## src/rtl/uart_in.sv

```systemverilog
// ---------------------------------------------------------------------------
// uart_in : 8N1 UART receiver with an ASCII hex line parser.
//
// Accepts serial frames on rx, assembles bytes, and parses text lines of
// exactly eight hex digits terminated by CR or LF into 32-bit words.
//
// Ports:
//   clk        in   1   system clock, rising edge
//   reset_n    in   1   asynchronous active-low reset
//   rx         in   1   serial input, idles high
//   value      out 32   last accepted word, held until the next accept
//   value_good out  1   one-cycle pulse when value updates
//   error      out  1   one-cycle pulse when a line is rejected
//
// Build option: define UART_IN_LOWERCASE_EN to accept 'a'-'f' as hex digits.
// ---------------------------------------------------------------------------
module uart_in #(
  parameter int CLKS_PER_BIT = 435,
  parameter int HALF_BIT     = CLKS_PER_BIT / 2
) (
  input  logic        clk,
  input  logic        reset_n,
  input  logic        rx,
  output logic [31:0] value,
  output logic        value_good,
  output logic        error
);

  localparam int CW = $clog2(CLKS_PER_BIT + 1);

  typedef enum logic [1:0] {S_IDLE, S_START, S_DATA, S_STOP} state_t;

  state_t          state, state_nxt;
  logic            rx_meta, rx_sync;
  logic [CW-1:0]   tmr;
  logic [2:0]      bit_idx;
  logic [7:0]      shreg;
  logic            stop_wait;
  logic            tick;
  logic            load_half, load_bit, shift_en, set_wait;
  logic            byte_done, frame_err;
  logic [4:0]      dec;

  logic [31:0]     acc;
  logic [3:0]      cnt;
  logic            bad;

  // Returns {is_digit, nibble} for one received byte.
  function automatic logic [4:0] hex_decode(input logic [7:0] b);
    logic [4:0] r;
    r = 5'd0;
    if (b >= 8'h30 && b <= 8'h39)
      r = {1'b1, b[3:0]};
    else if (b >= 8'h41 && b <= 8'h46)
      r = {1'b1, 4'(b[3:0] + 4'd9)};
`ifdef UART_IN_LOWERCASE_EN
    else if (b >= 8'h61 && b <= 8'h66)
      r = {1'b1, 4'(b[3:0] + 4'd9)};
`else
    else
      r = 5'd0;
`endif
    return r;
  endfunction

  // Input synchronizer; idles high so reset does not look like a start bit.
  always_ff @(posedge clk or negedge reset_n) begin
    if (!reset_n) begin
      rx_meta <= 1'b1;
      rx_sync <= 1'b1;
    end else begin
      rx_meta <= rx;
      rx_sync <= rx_meta;
    end
  end

  assign tick = (tmr == '0);

  always_comb begin
    state_nxt = state;
    load_half = 1'b0;
    load_bit  = 1'b0;
    shift_en  = 1'b0;
    set_wait  = 1'b0;
    byte_done = 1'b0;
    frame_err = 1'b0;
    case (state)
      S_IDLE: begin
        if (!rx_sync) begin
          state_nxt = S_START;
          load_half = 1'b1;
        end
      end
      S_START: begin
        if (tick) begin
          if (rx_sync) begin
            state_nxt = S_IDLE;
          end else begin
            state_nxt = S_DATA;
            load_bit  = 1'b1;
          end
        end
      end
      S_DATA: begin
        if (tick) begin
          shift_en = 1'b1;
          load_bit = 1'b1;
          if (bit_idx == 3'd7) state_nxt = S_STOP;
        end
      end
      S_STOP: begin
        // After a low stop bit, hold here until the line returns high so a
        // break is not decoded as a stream of zero bytes.
        if (stop_wait) begin
          if (rx_sync) state_nxt = S_IDLE;
        end else if (tick) begin
          if (rx_sync) begin
            byte_done = 1'b1;
            state_nxt = S_IDLE;
          end else begin
            frame_err = 1'b1;
            set_wait  = 1'b1;
          end
        end
      end
      default: state_nxt = S_IDLE;
    endcase
  end

  always_ff @(posedge clk or negedge reset_n) begin
    if (!reset_n) begin
      state     <= S_IDLE;
      tmr       <= '0;
      bit_idx   <= 3'd0;
      stop_wait <= 1'b0;
    end else begin
      state <= state_nxt;
      if (load_half)
        tmr <= CW'(HALF_BIT - 1);
      else if (load_bit)
        tmr <= CW'(CLKS_PER_BIT - 1);
      else if (!tick)
        tmr <= tmr - 1'b1;
      if (state == S_DATA)
        bit_idx <= shift_en ? bit_idx + 3'd1 : bit_idx;
      else
        bit_idx <= 3'd0;
      stop_wait <= (state_nxt == S_STOP) && (stop_wait || set_wait);
    end
  end

  // Shift register holds data only; its contents are qualified by byte_done.
  always_ff @(posedge clk) begin
    if (shift_en) shreg <= {rx_sync, shreg[7:1]};
  end

  assign dec = hex_decode(shreg);

  // Line parser: registered outputs fire one clock after the stop sample.
  always_ff @(posedge clk or negedge reset_n) begin
    if (!reset_n) begin
      acc        <= 32'd0;
      cnt        <= 4'd0;
      bad        <= 1'b0;
      value      <= 32'd0;
      value_good <= 1'b0;
      error      <= 1'b0;
    end else begin
      value_good <= 1'b0;
      error      <= 1'b0;
      if (frame_err) begin
        bad <= 1'b1;
      end else if (byte_done) begin
        if (shreg == 8'h0D || shreg == 8'h0A) begin
          if (cnt == 4'd8 && !bad) begin
            value      <= acc;
            value_good <= 1'b1;
          end else if (!(cnt == 4'd0 && !bad)) begin
            error <= 1'b1;
          end
          acc <= 32'd0;
          cnt <= 4'd0;
          bad <= 1'b0;
        end else if (dec[4]) begin
          acc <= {acc[27:0], dec[3:0]};
          if (cnt != 4'd9) cnt <= cnt + 4'd1;
        end else begin
          bad <= 1'b1;
        end
      end
    end
  end

endmodule

```

## config.mk

```make
export PLATFORM = sky130hd
export DESIGN_NAME = uart_in
export DESIGN_NICKNAME = d
export VERILOG_FILES = /design/src/rtl/uart_in.sv
export SDC_FILE = /design/constraint.sdc
export NUM_CORES = 1
export LEC_CHECK = 0
export CORE_MARGIN = 2
export CORE_UTILIZATION = 45
export CTS_BUF_LIST = sky130_fd_sc_hd__clkbuf_16
export CTS_CLUSTER_DIAMETER = 80
export CTS_CLUSTER_SIZE = 30
export DETAILED_ROUTE_END_ITERATION = 12
export GPL_ROUTABILITY_DRIVEN = 1
export PLACE_DENSITY_LB_ADDON = 0.1
export SLEW_MARGIN = 40
export SYNTH_ARGS = -nofsm -noshare
export SYNTH_HDL_FRONTEND = slang
export SYNTH_SLANG_ARGS = --single-unit
```

## constraint.sdc

```tcl
create_clock -name clk -period 7 [get_ports clk]
set_input_delay 1.4 -clock clk [delete_from_list [all_inputs] [get_ports clk]]
set_output_delay 1.4 -clock clk [all_outputs]
set_load 0.02 [all_outputs]
```

==> results_dict.tcl <==
set metrics [dict create \
    post-route-drc-count 0 \
    finalSetupTns_ps 0 \
    insertion_delay_ps 340 \
    globalRouteOverflowTotal 0 \
    timing.hold.ws_ps 358.7 \
    cts-buffers-inserted 9 \
    cts.sinks 96 \
    routedWlPerCell_um 15.36 \
    htreeDepth 3 \
    globalRouteMet1Util 0.2451 \
    place_area_um2 4812 \
    grt_use_met2 0.2439 \
    die_h_um 102.4 \
    cts_setup_buffers 0 \
    cp-start-kind "flip-flop" \
    layout.nets 383 \
    dpl.cell_count 482 \
    status "finished, final reports clean" \
    required_ps 7220 \
    die_area_um2 10480 \
    drv_cap 0 \
    finClkSkew_ps 7.935 \
    busiest_layer "met1" \
    die_x_um 102.4 \
    achievable-frequency_ghz 0.3463 \
    syn_avg_cell_area_um2 13.40 \
    max-vdd-ir-drop_v 0.0001156 \
    drtAntennaViolNets 0 \
    synth-main-ff-cell "dfrtp_1" \
    fin_area_um2 5120 \
    p_leak_nw 2.318 \
    ctsHoldBuffers 0 \
    cts_resized 0 \
    grt_usage 0.1650 \
    crit_arrival_ps 3110 \
    place_congestion 0.8222 \
    multiInputGateArea_um2 1788 \
    cts_root_buf "clkbuf_16" \
    synth_area_leaders "dfrtp_1, mux2_4, a22o_1, edfxtp_1, ha_1" \
    ios 37 \
    final-setup-viol-count 0 \
    synth.distinct_cells 51 \
    path_clk_slew_ps 70 \
    cts_tree "yes" \
    grt_max_degree 66 \
    synth_top_area_cell "dfrtp_1" \
    synth_top_area_share 0.4941 \
    tightestPinTransition_ps 765.7 \
    place_hpwl_mm 5.089 \
    hp-class "flip-flop to flip-flop" \
    period_share 0.4125 \
    ys_seq_elements 96 \
    syn_area_um2 4355 \
    clockBufferDepth 2 \
    final_hold_viol_count 0 \
    final_cell_mix "dfrtp_1, clkdlybuf4s50_1, a22o_1, mux2_4" \
    endpoint_kind "flip-flop" \
    layout_min_cycle_time_ps 2888 \
    nFillCells 821 \
    first_global_vias 2668 \
    final_common_cell "dfrtp_1" \
    area_growth_pct 17.55 \
    final_cell_count_no_fill 498 \
    synth_nets 344 \
    start_util 0.4669 \
    final_core_util 0.5489 \
    io_buffers 36 \
    rsz0062_at_grt "no" \
    path_max_fanout 32 \
    totalWireLength_mm 7.649 \
    async_flop_share 0.9167 \
    crit_type "flip-flop to flip-flop" \
    grt_pass1_wl_mm 13.53 \
    grt_use_met3 0.02941 \
    syn_inst 325 \
    antenna_found_initial 0 \
    viasPerCell 5.295 \
    synth.yosys.seq_area_share 0.5613 \
    power_density_nw_per_um2 208.9 \
    synth_edf_count 8 \
    core_region_area_um2 9328 \
    dr.pass1.iters 4 \
    fp-row-count 35 \
    ys.warnings.count 0 \
    num_antenna_cells 0 \
    drv_slew 0 \
    layout-drive-gt1-share 0.1789 \
    drt_iter0_markers 123 \
    slew_headroom 0.4895 \
    seq_area_um2 2445 \
    vias 2637 \
]
## final cells by class
type	instances	share of cell area
Inverter	10	0.007331
Clock inverter	7	0.01540
Tap cell	129	0.03152
Multi-Input combinational cell	208	0.3492
Clock buffer	9	0.04399
Sequential cell	96	0.4775
Timing Repair Buffer	39	0.07502
## cell usage after synthesis, drive strengths merged, types with 4 or more instances
library cell and count:
a211oi 4, a21oi 8, a22o 32, buf 10, dfrtp 86, edfxtp 8, ha 16, inv 10
mux2 33, nand2 20, nand3 5, nor2 22, nor2b 6, nor3 10, o21ai 10, xnor2 5
## routing by layer
metal | share of wire | vias up
li1 | - | 1295
met1 | 0.51 | 1302
met2 | 0.45 | 30
met3 | 0.021 | 10
met4 | 0.016 | 0
met5 | 0 | -
## registers in the layout, summed over array words and instances, names as in the netlist
register / cells
bit_idx: 3
state: 2
error: 1
stop_wait: 1
shreg: 8
acc: 32
cnt: 4
rx_sync: 1
value_good: 1
rx_meta: 1
bad: 1
value: 32
tmr: 9
## metrics by stage
| stage | worst slack [ps] | total power [mW] |
|---|---|---|
| after floorplan | 4720 | 0.5734 |
| after global placement | 4205 | 0.5854 |
| after detailed placement | 4096 | 0.5855 |
| after CTS | 4083 | 1.084 |
| after global routing | 3904 | 1.110 |
| final | 4112 | 1.070 |
## report_power, final
part	internal, mW	total [mW]	switching [mW]
Sequential	0.561	0.562	0.000805
Clock	0.281	0.496	0.214
Combinational	0.00160	0.0120	0.0104
## path summary, 6_finish.rpt
path / startpoint / to / slack (ps) / cells past startpoint
hold reg to reg: rx_meta / rx_sync / 360 / 0
setup reg to reg: shreg[1] / value[1] / 4110 / 7
min in group asynchronous: reset_n / value[25] / 950 / 1
setup / recovery: shreg[1] / value[1] / 4110 / 7
hold / removal: rx_meta / rx_sync / 360 / 0
max in group asynchronous: reset_n / acc[0] / 5190 / 2
## critical path, cell delays in order (launching register included)
cell	delay, ps
edfxtp_1	480
inv_1	160
ha_1	250
mux2i_1	140
nor4b_4	570
nand2_4	150
nor2_8	630
mux2_2	410
## cells by family after synthesis
logic type,Yosys count,share of synthesized area
compound gates,74,0.1307
xor+xnor,5,0.01005
fa+ha+maj,16,0.04596
buf+inv,21,0.03131
flops,96,0.5613
mux,34,0.1135
simple gates,79,0.1072
Note: power is estimated with default switching activity, not from simulation.
